$ cat src/rtl/dmem_access_pkg.sv
// ----------------------------------------------------------------------------
// dmem_access_pkg
// Shared definitions for the memory-stage controller:
//   - data path width (fixed at 32 for RV32)
//   - RISC-V load/store funct3 encodings
//   - FSM state encoding
//   - helper that flags an access whose address is not naturally aligned
// ----------------------------------------------------------------------------
package dmem_access_pkg;

    localparam int DMEM_DATA_W = 32;

    localparam logic [2:0] FUNCT3_LB  = 3'b000;
    localparam logic [2:0] FUNCT3_LH  = 3'b001;
    localparam logic [2:0] FUNCT3_LW  = 3'b010;
    localparam logic [2:0] FUNCT3_LBU = 3'b100;
    localparam logic [2:0] FUNCT3_LHU = 3'b101;

    typedef enum logic [1:0] {
        ST_IDLE   = 2'b00,
        ST_REQ    = 2'b01,
        ST_WAIT_R = 2'b10
    } dmem_state_e;

    // size is funct3[1:0]: 00 byte, 01 half, anything else a word.
    function automatic logic is_misaligned(input logic [1:0] size, input logic [1:0] addr_lo);
        case (size)
            2'b00:   return 1'b0;
            2'b01:   return addr_lo[0];
            default: return (addr_lo != 2'b00);
        endcase
    endfunction

endpackage

$ cat src/rtl/dmem_access_if.sv
// ----------------------------------------------------------------------------
// dmem_access_if
// Data-memory bus between the memory-stage controller and the memory.
//   master (controller): drives dmem_req, dmem_we, dmem_addr, dmem_be,
//                        dmem_wdata; receives dmem_gnt, dmem_rvalid, dmem_rdata
//   slave  (memory):     the mirror image
// ----------------------------------------------------------------------------
interface dmem_access_if #(
    parameter int DATA_WIDTH = 32,
    parameter int ADDR_WIDTH = 32
);
    logic                  dmem_req;
    logic                  dmem_we;
    logic [ADDR_WIDTH-1:0] dmem_addr;
    logic [3:0]            dmem_be;
    logic [DATA_WIDTH-1:0] dmem_wdata;
    logic                  dmem_gnt;
    logic                  dmem_rvalid;
    logic [DATA_WIDTH-1:0] dmem_rdata;

    modport master (
        output dmem_req, dmem_we, dmem_addr, dmem_be, dmem_wdata,
        input  dmem_gnt, dmem_rvalid, dmem_rdata
    );

    modport slave (
        input  dmem_req, dmem_we, dmem_addr, dmem_be, dmem_wdata,
        output dmem_gnt, dmem_rvalid, dmem_rdata
    );
endinterface

$ cat src/rtl/dmem_access_load_align.sv
// ----------------------------------------------------------------------------
// dmem_access_load_align
// Combinational load alignment: picks the addressed byte/half out of the
// returned word and sign- or zero-extends it according to funct3.
//   rdata   in  32  raw word from the data memory
//   addr_lo in  2   byte offset of the load address
//   funct3  in  3   RISC-V load funct3 (011/110/111 behave as LW)
//   data    out 32  aligned, extended load result
// ----------------------------------------------------------------------------
module dmem_access_load_align
    import dmem_access_pkg::*;
(
    input  logic [DMEM_DATA_W-1:0] rdata,
    input  logic [1:0]             addr_lo,
    input  logic [2:0]             funct3,
    output logic [DMEM_DATA_W-1:0] data
);

    function automatic logic [31:0] ext_byte(input logic [7:0] b, input logic sgn);
        return {{24{sgn & b[7]}}, b};
    endfunction

    function automatic logic [31:0] ext_half(input logic [15:0] h, input logic sgn);
        return {{16{sgn & h[15]}}, h};
    endfunction

    logic [7:0]  byte_sel;
    logic [15:0] half_sel;

    always_comb begin
        byte_sel = rdata[7:0];
        case (addr_lo)
            2'd0:    byte_sel = rdata[7:0];
            2'd1:    byte_sel = rdata[15:8];
            2'd2:    byte_sel = rdata[23:16];
            default: byte_sel = rdata[31:24];
        endcase
        half_sel = addr_lo[1] ? rdata[31:16] : rdata[15:0];
    end

    always_comb begin
        data = rdata;
        case (funct3)
            FUNCT3_LB:  data = ext_byte(byte_sel, 1'b1);
            FUNCT3_LBU: data = ext_byte(byte_sel, 1'b0);
            FUNCT3_LH:  data = ext_half(half_sel, 1'b1);
            FUNCT3_LHU: data = ext_half(half_sel, 1'b0);
            FUNCT3_LW:  data = rdata;
            default:    data = rdata;
        endcase
    end

endmodule

$ cat src/rtl/dmem_access.sv
// ----------------------------------------------------------------------------
// dmem_access
// Memory-stage controller between EX and wb_ctrl. Accepts one instruction per
// mem_valid_ex/mem_ready handshake, runs loads and stores on the data-memory
// bus with byte-lane steering, aligns load data and registers the result into
// the WB-stage register.
//
// Ports
//   cpu_clk, cpu_rst         clock; asynchronous active-high reset
//   mem_valid_ex/mem_ready   EX handshake
//   alu_result_ex, alu_result_valid_ex, load_ex, store_ex, mem_funct3_ex,
//   store_data_ex            EX instruction fields
//   dmem                     data-memory bus (dmem_access_if.master)
//   alu_result_wb, alu_result_valid_wb, load_wb, load_data_wb,
//   load_data_valid_wb       WB-stage register to wb_ctrl
//   wb_ready                 WB consumes the WB register this cycle
//   misalign_exc_wb          misaligned-access flag (DMEM_MISALIGN_TRAP_EN only)
//
// Build option: define DMEM_MISALIGN_TRAP_EN to trap misaligned half/word
// accesses instead of silently ignoring the low address bits.
// ----------------------------------------------------------------------------
module dmem_access
    import dmem_access_pkg::*;
#(
    parameter int DATA_WIDTH = DMEM_DATA_W,
    parameter int ADDR_WIDTH = 32
) (
    input  logic                  cpu_clk,
    input  logic                  cpu_rst,
    input  logic                  mem_valid_ex,
    output logic                  mem_ready,
    input  logic [DATA_WIDTH-1:0] alu_result_ex,
    input  logic                  alu_result_valid_ex,
    input  logic                  load_ex,
    input  logic                  store_ex,
    input  logic [2:0]            mem_funct3_ex,
    input  logic [DATA_WIDTH-1:0] store_data_ex,
    dmem_access_if.master         dmem,
    output logic [DATA_WIDTH-1:0] alu_result_wb,
    output logic                  alu_result_valid_wb,
    output logic                  load_wb,
    output logic [DATA_WIDTH-1:0] load_data_wb,
    output logic                  load_data_valid_wb,
    input  logic                  wb_ready
`ifdef DMEM_MISALIGN_TRAP_EN
    ,
    output logic                  misalign_exc_wb
`endif
);

    function automatic logic [3:0] lane_be(input logic [1:0] size, input logic [1:0] addr_lo);
        case (size)
            2'b00:   return 4'b0001 << addr_lo;
            2'b01:   return addr_lo[1] ? 4'b1100 : 4'b0011;
            default: return 4'b1111;
        endcase
    endfunction

    // Replicate the store operand across all lanes so be alone picks the bytes.
    function automatic logic [DATA_WIDTH-1:0] lane_wdata(input logic [1:0] size,
                                                        input logic [DATA_WIDTH-1:0] d);
        case (size)
            2'b00:   return {4{d[7:0]}};
            2'b01:   return {2{d[15:0]}};
            default: return d;
        endcase
    endfunction

    dmem_state_e           state_q, state_d;
    logic                  req_q, req_d;
    logic                  we_q, we_d;
    logic [ADDR_WIDTH-1:0] addr_q, addr_d;
    logic [3:0]            be_q, be_d;
    logic [DATA_WIDTH-1:0] wdata_q, wdata_d;
    logic [DATA_WIDTH-1:0] ld_addr_q, ld_addr_d;
    logic [2:0]            funct3_q, funct3_d;
    logic                  is_load_q, is_load_d;

    logic [DATA_WIDTH-1:0] wb_alu_q, wb_alu_d;
    logic                  wb_alu_vld_q, wb_alu_vld_d;
    logic                  wb_load_q, wb_load_d;
    logic [DATA_WIDTH-1:0] wb_ldata_q, wb_ldata_d;
    logic                  wb_ldata_vld_q, wb_ldata_vld_d;
    logic                  wb_mis_q, wb_mis_d;

    logic                  wb_full;
    logic                  accept;
    logic                  ex_misaligned;
    logic [DATA_WIDTH-1:0] aligned_data;

`ifdef DMEM_MISALIGN_TRAP_EN
    assign ex_misaligned = is_misaligned(mem_funct3_ex[1:0], alu_result_ex[1:0]);
`else
    assign ex_misaligned = 1'b0;
`endif

    // A held WB entry blocks new work only when WB is not draining it now.
    assign wb_full   = wb_alu_vld_q | wb_ldata_vld_q | wb_mis_q;
    assign mem_ready = !cpu_rst && (state_q == ST_IDLE) && !(wb_full && !wb_ready);
    assign accept    = mem_valid_ex && mem_ready;

    dmem_access_load_align u_load_align (
        .rdata   (dmem.dmem_rdata),
        .addr_lo (ld_addr_q[1:0]),
        .funct3  (funct3_q),
        .data    (aligned_data)
    );

    always_comb begin
        state_d        = state_q;
        req_d          = req_q;
        we_d           = we_q;
        addr_d         = addr_q;
        be_d           = be_q;
        wdata_d        = wdata_q;
        ld_addr_d      = ld_addr_q;
        funct3_d       = funct3_q;
        is_load_d      = is_load_q;
        wb_alu_d       = wb_alu_q;
        wb_alu_vld_d   = wb_alu_vld_q;
        wb_load_d      = wb_load_q;
        wb_ldata_d     = wb_ldata_q;
        wb_ldata_vld_d = wb_ldata_vld_q;
        wb_mis_d       = wb_mis_q;

        // WB consumed this cycle: drop the flags, keep the data. Any entry
        // loaded below in the same cycle overrides this.
        if (wb_ready) begin
            wb_alu_vld_d   = 1'b0;
            wb_load_d      = 1'b0;
            wb_ldata_vld_d = 1'b0;
            wb_mis_d       = 1'b0;
        end

        case (state_q)
            ST_IDLE: begin
                if (accept) begin
                    if (load_ex || store_ex) begin
                        if (ex_misaligned) begin
                            wb_alu_d       = alu_result_ex;
                            wb_alu_vld_d   = 1'b0;
                            wb_load_d      = 1'b0;
                            wb_ldata_vld_d = 1'b0;
                            wb_mis_d       = 1'b1;
                        end else begin
                            state_d   = ST_REQ;
                            req_d     = 1'b1;
                            we_d      = !load_ex;
                            addr_d    = {alu_result_ex[ADDR_WIDTH-1:2], 2'b00};
                            be_d      = lane_be(mem_funct3_ex[1:0], alu_result_ex[1:0]);
                            wdata_d   = load_ex ? '0 : lane_wdata(mem_funct3_ex[1:0], store_data_ex);
                            ld_addr_d = alu_result_ex;
                            funct3_d  = mem_funct3_ex;
                            is_load_d = load_ex;
                        end
                    end else begin
                        wb_alu_d       = alu_result_ex;
                        wb_alu_vld_d   = alu_result_valid_ex;
                        wb_load_d      = 1'b0;
                        wb_ldata_vld_d = 1'b0;
                        wb_mis_d       = 1'b0;
                    end
                end
            end
            ST_REQ: begin
                // Bus fields hold until the grant; rvalid is not looked at here.
                if (dmem.dmem_gnt) begin
                    req_d   = 1'b0;
                    we_d    = 1'b0;
                    state_d = is_load_q ? ST_WAIT_R : ST_IDLE;
                end
            end
            ST_WAIT_R: begin
                if (dmem.dmem_rvalid) begin
                    wb_alu_d       = ld_addr_q;
                    wb_alu_vld_d   = 1'b0;
                    wb_load_d      = 1'b1;
                    wb_ldata_d     = aligned_data;
                    wb_ldata_vld_d = 1'b1;
                    wb_mis_d       = 1'b0;
                    state_d        = ST_IDLE;
                end
            end
            default: begin
                state_d = ST_IDLE;
                req_d   = 1'b0;
                we_d    = 1'b0;
            end
        endcase
    end

    always_ff @(posedge cpu_clk or posedge cpu_rst) begin
        if (cpu_rst) begin
            state_q        <= ST_IDLE;
            req_q          <= 1'b0;
            we_q           <= 1'b0;
            addr_q         <= '0;
            be_q           <= '0;
            wdata_q        <= '0;
            ld_addr_q      <= '0;
            funct3_q       <= '0;
            is_load_q      <= 1'b0;
            wb_alu_q       <= '0;
            wb_alu_vld_q   <= 1'b0;
            wb_load_q      <= 1'b0;
            wb_ldata_q     <= '0;
            wb_ldata_vld_q <= 1'b0;
            wb_mis_q       <= 1'b0;
        end else begin
            state_q        <= state_d;
            req_q          <= req_d;
            we_q           <= we_d;
            addr_q         <= addr_d;
            be_q           <= be_d;
            wdata_q        <= wdata_d;
            ld_addr_q      <= ld_addr_d;
            funct3_q       <= funct3_d;
            is_load_q      <= is_load_d;
            wb_alu_q       <= wb_alu_d;
            wb_alu_vld_q   <= wb_alu_vld_d;
            wb_load_q      <= wb_load_d;
            wb_ldata_q     <= wb_ldata_d;
            wb_ldata_vld_q <= wb_ldata_vld_d;
            wb_mis_q       <= wb_mis_d;
        end
    end

    assign dmem.dmem_req   = req_q;
    assign dmem.dmem_we    = we_q;
    assign dmem.dmem_addr  = addr_q;
    assign dmem.dmem_be    = be_q;
    assign dmem.dmem_wdata = wdata_q;

    assign alu_result_wb       = wb_alu_q;
    assign alu_result_valid_wb = wb_alu_vld_q;
    assign load_wb             = wb_load_q;
    assign load_data_wb        = wb_ldata_q;
    assign load_data_valid_wb  = wb_ldata_vld_q;

`ifdef DMEM_MISALIGN_TRAP_EN
    assign misalign_exc_wb = wb_mis_q;
`endif

endmodule

$ cat src/flat_wrapper.sv
// flat-port wrapper written by rule: the top's interface ports become plain ports
module dmem_access_flat import dmem_access_pkg::*;
#(
    parameter int DATA_WIDTH = DMEM_DATA_W,
    parameter int ADDR_WIDTH = 32
)
  (cpu_clk, cpu_rst, mem_valid_ex, mem_ready, alu_result_ex, alu_result_valid_ex, load_ex, store_ex, mem_funct3_ex, store_data_ex, alu_result_wb, alu_result_valid_wb, load_wb, load_data_wb, load_data_valid_wb, wb_ready, dmem_dmem_req, dmem_dmem_we, dmem_dmem_addr, dmem_dmem_be, dmem_dmem_wdata, dmem_dmem_gnt, dmem_dmem_rvalid, dmem_dmem_rdata);
  dmem_access_if #(.DATA_WIDTH(DATA_WIDTH), .ADDR_WIDTH(ADDR_WIDTH)) dmem_i ();
  input  logic cpu_clk;
  input  logic cpu_rst;
  input  logic mem_valid_ex;
  output logic mem_ready;
  input  logic [DATA_WIDTH-1:0] alu_result_ex;
  input  logic alu_result_valid_ex;
  input  logic load_ex;
  input  logic store_ex;
  input  logic [2:0] mem_funct3_ex;
  input  logic [DATA_WIDTH-1:0] store_data_ex;
  output logic [DATA_WIDTH-1:0] alu_result_wb;
  output logic alu_result_valid_wb;
  output logic load_wb;
  output logic [DATA_WIDTH-1:0] load_data_wb;
  output logic load_data_valid_wb;
  input  logic wb_ready;
  output wire logic [$bits(dmem_i.dmem_req)-1:0] dmem_dmem_req;
  output wire logic [$bits(dmem_i.dmem_we)-1:0] dmem_dmem_we;
  output wire logic [$bits(dmem_i.dmem_addr)-1:0] dmem_dmem_addr;
  output wire logic [$bits(dmem_i.dmem_be)-1:0] dmem_dmem_be;
  output wire logic [$bits(dmem_i.dmem_wdata)-1:0] dmem_dmem_wdata;
  input wire logic [$bits(dmem_i.dmem_gnt)-1:0] dmem_dmem_gnt;
  input wire logic [$bits(dmem_i.dmem_rvalid)-1:0] dmem_dmem_rvalid;
  input wire logic [$bits(dmem_i.dmem_rdata)-1:0] dmem_dmem_rdata;
  assign dmem_dmem_req = dmem_i.dmem_req;
  assign dmem_dmem_we = dmem_i.dmem_we;
  assign dmem_dmem_addr = dmem_i.dmem_addr;
  assign dmem_dmem_be = dmem_i.dmem_be;
  assign dmem_dmem_wdata = dmem_i.dmem_wdata;
  assign dmem_i.dmem_gnt = dmem_dmem_gnt;
  assign dmem_i.dmem_rvalid = dmem_dmem_rvalid;
  assign dmem_i.dmem_rdata = dmem_dmem_rdata;
  dmem_access #(.DATA_WIDTH(DATA_WIDTH), .ADDR_WIDTH(ADDR_WIDTH)) u_core (.cpu_clk(cpu_clk), .cpu_rst(cpu_rst), .mem_valid_ex(mem_valid_ex), .mem_ready(mem_ready), .alu_result_ex(alu_result_ex), .alu_result_valid_ex(alu_result_valid_ex), .load_ex(load_ex), .store_ex(store_ex), .mem_funct3_ex(mem_funct3_ex), .store_data_ex(store_data_ex), .dmem(dmem_i), .alu_result_wb(alu_result_wb), .alu_result_valid_wb(alu_result_valid_wb), .load_wb(load_wb), .load_data_wb(load_data_wb), .load_data_valid_wb(load_data_valid_wb), .wb_ready(wb_ready));
endmodule
$ cat config.mk
export PLATFORM = sky130hd
export DESIGN_NAME = dmem_access_flat
export DESIGN_NICKNAME = d
export VERILOG_FILES = /design/src/rtl/dmem_access_pkg.sv /design/src/rtl/dmem_access_if.sv /design/src/rtl/dmem_access_load_align.sv /design/src/rtl/dmem_access.sv /design/src/flat_wrapper.sv
export SDC_FILE = /design/constraint.sdc
export NUM_CORES = 1
export LEC_CHECK = 0
export ABC_AREA = 0
export CORE_ASPECT_RATIO = 1.4
export CORE_UTILIZATION = 35
export CTS_BUF_LIST = sky130_fd_sc_hd__clkbuf_2
export DETAILED_ROUTE_END_ITERATION = 12
export PLACE_DENSITY_LB_ADDON = 0.08
export SETUP_SLACK_MARGIN = 0.5
export SYNTH_ARGS = -nofsm -noshare
export SYNTH_HDL_FRONTEND = slang
export SYNTH_SLANG_ARGS = --single-unit
$ cat constraint.sdc
create_clock -name cpu_clk -period 10.6 [get_ports cpu_clk]
set_input_delay 3.18 -clock cpu_clk [delete_from_list [all_inputs] [get_ports cpu_clk]]
set_output_delay 3.18 -clock cpu_clk [all_outputs]
set_load 0.02 [all_outputs]
# After elaboration in Yosys (flattened, before gate mapping)
# Index checks and enable logic that the tools add are counted.
# Widths: inputs -> output; s select.
[totals]
wordCells = 95
in_bits = 108
reg_bits = 174
out_inout_bits = 138
[op_classes]
bitwise = 3
shift = 1
n_eq_ne = 13
n_reduce_logical = 19
muxes = 44
[ops]
columns = ["cell", "n"]
rows = [
  ["$mux 32", 4],
  ["$pmux 32 s2", 2],
  ["$pmux 32 s4", 1],
  ["$pmux 8 s3", 1],
  ["$mux 1", 21],
  ["$mux 16", 1],
  ["$reduce_and 4->1", 3],
  ["$mux 2", 5],
  ["$ne 2x2->1 const B", 4],
  ["$pmux 1 s2", 4],
  ["$pmux 4 s2", 1],
  ["$eq 2x1->1 const B", 3],
  ["$eq 3x3->1 const B", 2],
  ["$logic_not 2->1", 3],
  ["$pmux 1 s3", 2],
  ["$pmux 2 s3", 1],
  ["$eq 2x2->1 const B", 2],
  ["$logic_and 1x1->1", 4],
  ["$logic_not 1->1", 4],
  ["$mux 4", 1],
  ["$shl 1x2->4 const A", 1],
  ["$eq 3x1->1 const B", 1],
  ["$logic_not 3->1", 1],
  ["$reduce_and 3->1", 1],
  ["6 further kinds", 7],
]

# Depth between registers and ports, before layout
# Gate-level depths: netlist (run 1).
[logic_depth]
depth_word = 8
depth_mapped = 7
mapped_depth_nobuf = 4

# Modules after synthesis
# A second synthesis (run 1) with hierarchy kept.
[unflattened]
hier_cells = 639
area_unflattened_um2 = 7749.9
[modules_own_cells]
columns = ["mod", "seq_area_each_um2", "area_per_inst_um2", "cells_each", "n_inst"]
rows = [
  ["dmem_access", 3603.5, 6780.3, 506, 1],
  ["dmem_access_load_align", 0.0, 969.7, 133, 1],
]

# Worst setup path before layout (run 1)
# No wires, ideal clock.
[synth_timing]
path_type = "input to output"
start = "in cpu_rst"
end = "out mem_ready"
n_path_buf = 0
slack_ps = 12
required_time_ps = 7420
path_stages = 3
arrival_time_ps = 7408
cell_sequence = "inv_1 > o21ai_1 > nor3_1"
[synth_between]
elab_chain_len = 3
[synth_lines]
columns = ["item", "line", "text"]
rows = [
  ["start, declared", "flat_wrapper.sv:10", "input logic cpu_rst;"],
  ["$logic_not 1->1", "dmem_access.sv:99", "assign mem_ready = !cpu_rst && (state_q == ST_IDLE) && !(wb_full && !wb_ready);"],
  ["$logic_and 1x1->1 (2 in a row)", "dmem_access.sv:99", ""],
  ["end, declared", "flat_wrapper.sv:12", "output logic mem_ready;"],
]
# Every way passes these cells.

# Final worst setup path (run 1)
[layout_timing]
start = "in wb_ready"
end = "out mem_ready"
[layout_between]
elab_chain_len = 4
[layout_lines]
columns = ["item", "line", "text"]
rows = [
  ["start, declared", "flat_wrapper.sv:24", "input logic wb_ready;"],
  ["$logic_not 1->1", "dmem_access.sv:99", ""],
  ["$logic_and 1x1->1", "dmem_access.sv:99", ""],
  ["$logic_not 1->1", "dmem_access.sv:99", ""],
  ["$logic_and 1x1->1", "dmem_access.sv:99", ""],
]
# Every way passes these cells.

==> results.sh, run 1 <==
export IMPL_reg2reg_setup_slack_ps=7750
export IMPL_rsz0062_at_grt="false"
export IMPL_grt_pass1_vias=5646
export IMPL_hold_viol=0
export IMPL_vias=5485
export IMPL_nets=930
export IMPL_holdBufCountCts=0
export IMPL_worst_endpoint_required_ps=7420
export IMPL_holdWs_ps=514
export IMPL_synth_async_reset_ratio=1.00
export IMPL_drtPass1Iterations=4
export IMPL_fmax_ghz=0.127
export IMPL_startpoint_type="input pin"
export IMPL_fin_crit_sh=0.743
export IMPL_clock_sinks=144
export IMPL_numCtsBuffers=17
export IMPL_reg2reg_depth=4
export IMPL_die_h_um=171
export IMPL_path_depth=4
export IMPL_grt_first_pass_wirelength_um=30200
export IMPL_synthCells=628
export IMPL_syn_area_per_cell_um2=11.4
export IMPL_cp_top_family="buffers and inverters"
export IMPL_die_area_um2=21000
export IMPL_gp_congestion=0.844
export IMPL_die_w_um=123
export IMPL_ys_seq_area_frac=0.503
export IMPL_grt_overflow_total=0
export IMPL_crit_path_frequent_cell="clkdlybuf4s50_1"
export IMPL_portBuffers=243
export IMPL_maxSlewViolCount=0
export IMPL_finalPower_w=0.00255
export IMPL_clock_skew_ps=26.7
export IMPL_cp_cell_sequence="clkdlybuf4s50_1, o21ai_1, nor3_1, clkdlybuf4s50_1"
export IMPL_synth_edf_count=0
export IMPL_post_route_drc_count=0
export IMPL_cts_setup_buffers=0
export IMPL_detail_route_wirelength_um=19800
export IMPL_setup_viol=0
export IMPL_fill_cells=1822
export IMPL_cp_arrival_ps=4690
export IMPL_hpwl_um=14200
export IMPL_num_rows=61
export IMPL_netlist_area_um2=7160
export IMPL_core_um2=19900
export IMPL_endpoint="mem_ready"
export IMPL_cp_buffers_inverters=2
export IMPL_power_leakage_nw=4.10
export IMPL_ys_types=42
export IMPL_fin_util=0.492
export IMPL_synth_ff_type="dfrtp_1"
export IMPL_hold_class="reg2reg"
export IMPL_root_buffer="clkbuf_2"
export IMPL_io_pins=246
export IMPL_crit_start="wb_ready"
export IMPL_grtUsageTotal=0.192
export IMPL_r2r_end="u_core.load_data_wb[30]"
export IMPL_drtIter0Drc=206
export IMPL_ant_nets=0
export IMPL_final_layout_size_suffix_gt1_frac=0.220
export IMPL_critical_path_endpoint_type="output pin"
export IMPL_cts_buffer_depth=2
export IMPL_yosys_warnings=0
export IMPL_grt_max_degree=75
export IMPL_syn_to_final_growth_pct=37.0
export IMPL_setup_tns_ps=0
export IMPL_status="finished clean"
export IMPL_worstMarginPinSlew_ps=1300
export IMPL_cp_slowest_cell="clkdlybuf4s50_1"
export IMPL_cts_tree="yes"
export IMPL_dp_cells=1055
export IMPL_hold_depth=1
export IMPL_period_needed_ps=7870
export IMPL_final_cells=1088
export IMPL_start_util=0.359
export IMPL_slew_headroom=0.133
export IMPL_cts_resized=0
export IMPL_post_drt_wl_per_cell_um=18.2
export IMPL_ys_seq_elements=144
export IMPL_cp_max_fo=5
export IMPL_clk_pin_slew_ps=200
export IMPL_p_per_area_nw_per_um2=260
export IMPL_slowest_delay_ps=630
export IMPL_antenna_found_initial=2
export IMPL_cts_htree_levels=4
export IMPL_worstSetupPathType="in2out"
export IMPL_ir_drop_mv=0.105
export IMPL_reg2reg_from="u_core.ld_addr_q[1]"
export IMPL_vias_per_cell=5.04
export IMPL_clk_latency_ps=710
export IMPL_max_cap_violations=0
cell usage after synthesis, types with 2 or more instances:
library cell | n | area share
a21o_1 | 3 | 0.0031
a21oi_1 | 37 | 0.026
a221oi_1 | 8 | 0.0098
a31oi_1 | 6 | 0.0052
buf_2 | 8 | 0.0056
buf_4 | 34 | 0.036
buf_6 | 7 | 0.011
clkbuf_1 | 28 | 0.015
dfrtp_1 | 144 | 0.50
inv_1 | 25 | 0.013
mux2_1 | 4 | 0.0063
mux2_2 | 128 | 0.20
mux2i_1 | 16 | 0.022
nand2_1 | 39 | 0.020
nand2b_1 | 10 | 0.0087
nor2_1 | 36 | 0.019
nor2b_1 | 11 | 0.0096
nor3_1 | 9 | 0.0063
o21ai_0 | 22 | 0.015
o21ai_1 | 2 | 0.0014
o21bai_1 | 9 | 0.0094
o221a_2 | 6 | 0.0094
o41ai_1 | 17 | 0.021
state kept, by name, indices dropped and copies added, names as in the netlist:
register                    count
u_core.alu_result_wb           32
u_core.dmem.dmem_wdata         32
u_core.ld_addr_q               32
u_core.load_data_wb            32
u_core.dmem.dmem_be             4
u_core.funct3_q                 3
u_core.state_q                  2
u_core.alu_result_valid_wb      1
u_core.dmem.dmem_req            1
u_core.dmem.dmem_we             1
u_core.is_load_q                1
u_core.load_data_valid_wb       1
u_core.load_wb                  1
u_core.wb_mis_q                 1
stage by stage:
| stage | setup WS [ps] | cell area, µm² |
|---|---|---|
| after global placement | 2740 | 9510 |
| after global routing | 2650 | 9810 |
| after detailed placement | 2720 | 9510 |
| after CTS | 2720 | 9800 |
| final | 2730 | 9810 |
| after floorplan | 1350 | 7170 |
kinds of logic (layout without fill, tap and decap cells):
family,count (synthesis),count (layout),synth area share
mux,148,148,0.230
flops,144,144,0.503
compound gates,119,119,0.113
simple gates,113,113,0.0723
buf+inv,103,309,0.0806
other cells,1,3,0.000524
layer usage:
metal,share of wire,up-vias,GRT usage
li1,-,2573,-
met1,0.38,2716,0.209
met2,0.52,174,0.342
met3,0.074,22,0.0607
met4,0.022,0,0.0753
met5,0,-,0
worst reg2reg max path, cell delays in order, from the launching register on:
cell	delay, ps
dfrtp_1	980
mux2i_1	450
mux2i_1	120
a21oi_1	1020
a21oi_1	170
layout make-up:
class | instances | area [µm²] | share of cell area
Multi-Input combinational cell | 382 | 3000 | 0.306
Tap cell | 252 | 315 | 0.0322
Clock inverter | 15 | 206 | 0.0211
Clock buffer | 17 | 85.1 | 0.00868
Sequential cell | 144 | 3600 | 0.367
Timing Repair Buffer | 252 | 2500 | 0.255
Antenna cell | 1 | 2.50 | 0.000255
Inverter | 25 | 97.6 | 0.00995
worst min-delay path by stage:
stage / start / end
after global routing: u_core.alu_result_wb[28] / u_core.alu_result_wb[28]
after detailed placement: u_core.dmem.dmem_req / u_core.dmem.dmem_req
final: u_core.alu_result_wb[1] / u_core.alu_result_wb[1]
after floorplan: u_core.is_load_q / u_core.is_load_q
after global placement: u_core.alu_result_wb[28] / u_core.alu_result_wb[28]
after CTS: u_core.alu_result_wb[1] / u_core.alu_result_wb[1]
power by group:
part           total (W)  leakage [nW]  internal, W  switching (W)
combinational    0.00123          2.20     0.000644       0.000583
sequential      0.000947          1.74     0.000776       0.000171
clock           0.000374         0.166     0.000158       0.000216
cell usage in the layout, fill, tap and decap left out, types with 11 or more instances in the layout:
cell             synthesis  routed
mux2_2                 128     128
clkdlybuf4s50_1          0     243
mux2i_1                 16      16
nor2_1                  36      34
o21ai_0                 22      22
o41ai_1                 17      17
a21oi_1                 37      37
nor2b_1                 11      11
nand2_1                 39      39
inv_1                   25      24
dfrtp_1                144     144
clkbuf_2                 0      17
Power figures use the tool's default switching activity.
==> inputs of run 2 (changes only) <==
==> constraint.sdc (replaced) <==
create_clock -name cpu_clk -period 7.19 [get_ports cpu_clk]
set_input_delay 2.157 -clock cpu_clk [delete_from_list [all_inputs] [get_ports cpu_clk]]
set_output_delay 2.157 -clock cpu_clk [all_outputs]
set_load 0.02 [all_outputs]
==> results.sh, run 2 (same netlist as run 1, synthesis figures left out) <==
export IMPL_p_switching_w=0.00143
export IMPL_final_cell_mix="243 x clkdlybuf4s50_1, 144 x dfrtp_1, 128 x mux2_2, 39 x nand2_1, 37 x a21oi_1"
export IMPL_clock_sinks=144
export IMPL_die_h_um=171
export IMPL_p_sw_frac=0.387
export IMPL_gp_congestion=0.822
export IMPL_period_needed_ps=5830
export IMPL_p_seq_frac=0.379
export IMPL_core_um2=19900
export IMPL_root_buffer="clkbuf_2"
export IMPL_drtIter0Drc=260
export IMPL_worstMarginPinSlew_ps=1040
export IMPL_drtPass1Iterations=4
export IMPL_fmax_ghz=0.171
export IMPL_antenna_found_initial=1
export IMPL_status="finished clean"
export IMPL_final_layout_size_suffix_gt1_frac=0.221
export IMPL_critical_path_endpoint_type="output pin"
export IMPL_p_comb_frac=0.490
export IMPL_seqCellArea_um2=3600
export IMPL_syn_to_final_growth_pct=36.7
export IMPL_vias=5477
export IMPL_clock_skew_ps=30.1
export IMPL_hpwl_um=13900
export IMPL_power_leakage_nw=4.10
export IMPL_fill_cells=1866
export IMPL_ant_nets=0
export IMPL_rsz0062_at_grt="false"
export IMPL_post_route_drc_count=0
export IMPL_cts_resized=0
export IMPL_hold_viol=0
export IMPL_multi_input_area_um2=3000
export IMPL_cp_arrival_ps=3670
export IMPL_pwr_share_clk=0.131
export IMPL_max_cap_violations=0
export IMPL_startpoint_type="input pin"
export IMPL_die_area_um2=21000
export IMPL_cts_buffer_depth=2
export IMPL_cts_htree_levels=4
export IMPL_ir_drop_mv=0.163
export IMPL_clk_latency_ps=700
export IMPL_num_rows=61
export IMPL_grt_max_degree=145
export IMPL_worstSetupPathType="in2out"
export IMPL_cts_tree="yes"
export IMPL_setup_viol=0
export IMPL_detail_route_wirelength_um=19700
export IMPL_start_util=0.359
export IMPL_clk_pin_slew_ps=190
export IMPL_numCtsBuffers=17
export IMPL_cts_setup_buffers=0
export IMPL_portBuffers=243
export IMPL_grt_pass1_vias=5522
export IMPL_maxSlewViolCount=0
export IMPL_hold_class="reg2reg"
export IMPL_vias_per_cell=5.02
export IMPL_intPower_w=0.00226
export IMPL_die_w_um=123
export IMPL_slew_headroom=0.306
export IMPL_fin_crit_sh=0.811
export IMPL_worst_endpoint_required_ps=5030
export IMPL_nets=931
export IMPL_grtUsageTotal=0.189
export IMPL_layout_commonest_cell="clkdlybuf4s50_1"
export IMPL_fin_util=0.491
export IMPL_post_drt_wl_per_cell_um=18.1
export IMPL_grt_first_pass_wirelength_um=29600
export IMPL_p_per_area_nw_per_um2=377
export IMPL_holdBufCountCts=0
export IMPL_grt_overflow_total=0
export IMPL_cp_max_fo=5
export IMPL_holdWs_ps=510
export IMPL_io_pins=246
## run 2: routing by layer
| layer | wire [µm] | vias up | track usage |
|---|---|---|---|
| met5 | 0 | - | 0 |
| met1 | 7680 | 2671 | 0.221 |
| met4 | 423 | 0 | 0.0753 |
| met3 | 1510 | 24 | 0.0607 |
| li1 | - | 2582 | - |
| met2 | 10100 | 200 | 0.317 |
## run 2: path summary, 6_finish.rpt
check                                        endpoint  slack (ps)                 start  cells past startpoint
max in group asynchronous  u_core.dmem.dmem_wdata[27]        4480               cpu_rst                      3
hold reg to reg                  u_core.dmem.dmem_req         510  u_core.dmem.dmem_req                      1
hold / removal                   u_core.dmem.dmem_req         510  u_core.dmem.dmem_req                      1
setup reg to reg                 u_core.ld_addr_q[17]        4330     u_core.state_q[1]                      6
min in group asynchronous     u_core.load_data_wb[16]        2010               cpu_rst                      3
setup / recovery                            mem_ready        1360              wb_ready                      4
## run 2: worst max-delay path: stages
cell and delay, ps:
clkdlybuf4s50_1 560, o21ai_1 170, nor3_2 140, clkdlybuf4s50_1 640
## run 2: metrics by stage
step                      power, W  TNS [ps]  cell area, µm²  std cells  setup slack, ps
final                      0.00369         0            9790       1090             1360
after global routing       0.00392         0            9790       1090             1260
after CTS                  0.00374         0            9780       1088             1360
after detailed placement   0.00325         0            9540       1056             1360
after global placement     0.00322         0            9540       1056             1390
after floorplan            0.00244     -11.8            7170        629            -11.8
## run 2: layout make-up
class / instances / area share
repair buffers: 253 / 0.257
clock buffers: 17 / 0.00869
diodes: 2 / 0.000511
clock inverters: 15 / 0.0162
multi-input cells: 382 / 0.307
flip-flops and latches: 144 / 0.368
well taps: 252 / 0.0322
inverters: 25 / 0.00997
## run 2: power groups by stage
| stage | clock [W] | combinational (W) | sequential, W |
|---|---|---|---|
| detailed placement | 0 | 0.00183 | 0.00142 |
| floorplan | 0 | 0.000791 | 0.00165 |
| global placement | 0 | 0.00181 | 0.00141 |
| global route | 0.000541 | 0.00192 | 0.00145 |
| CTS | 0.000508 | 0.00183 | 0.00141 |
| finish | 0.000484 | 0.00181 | 0.00140 |
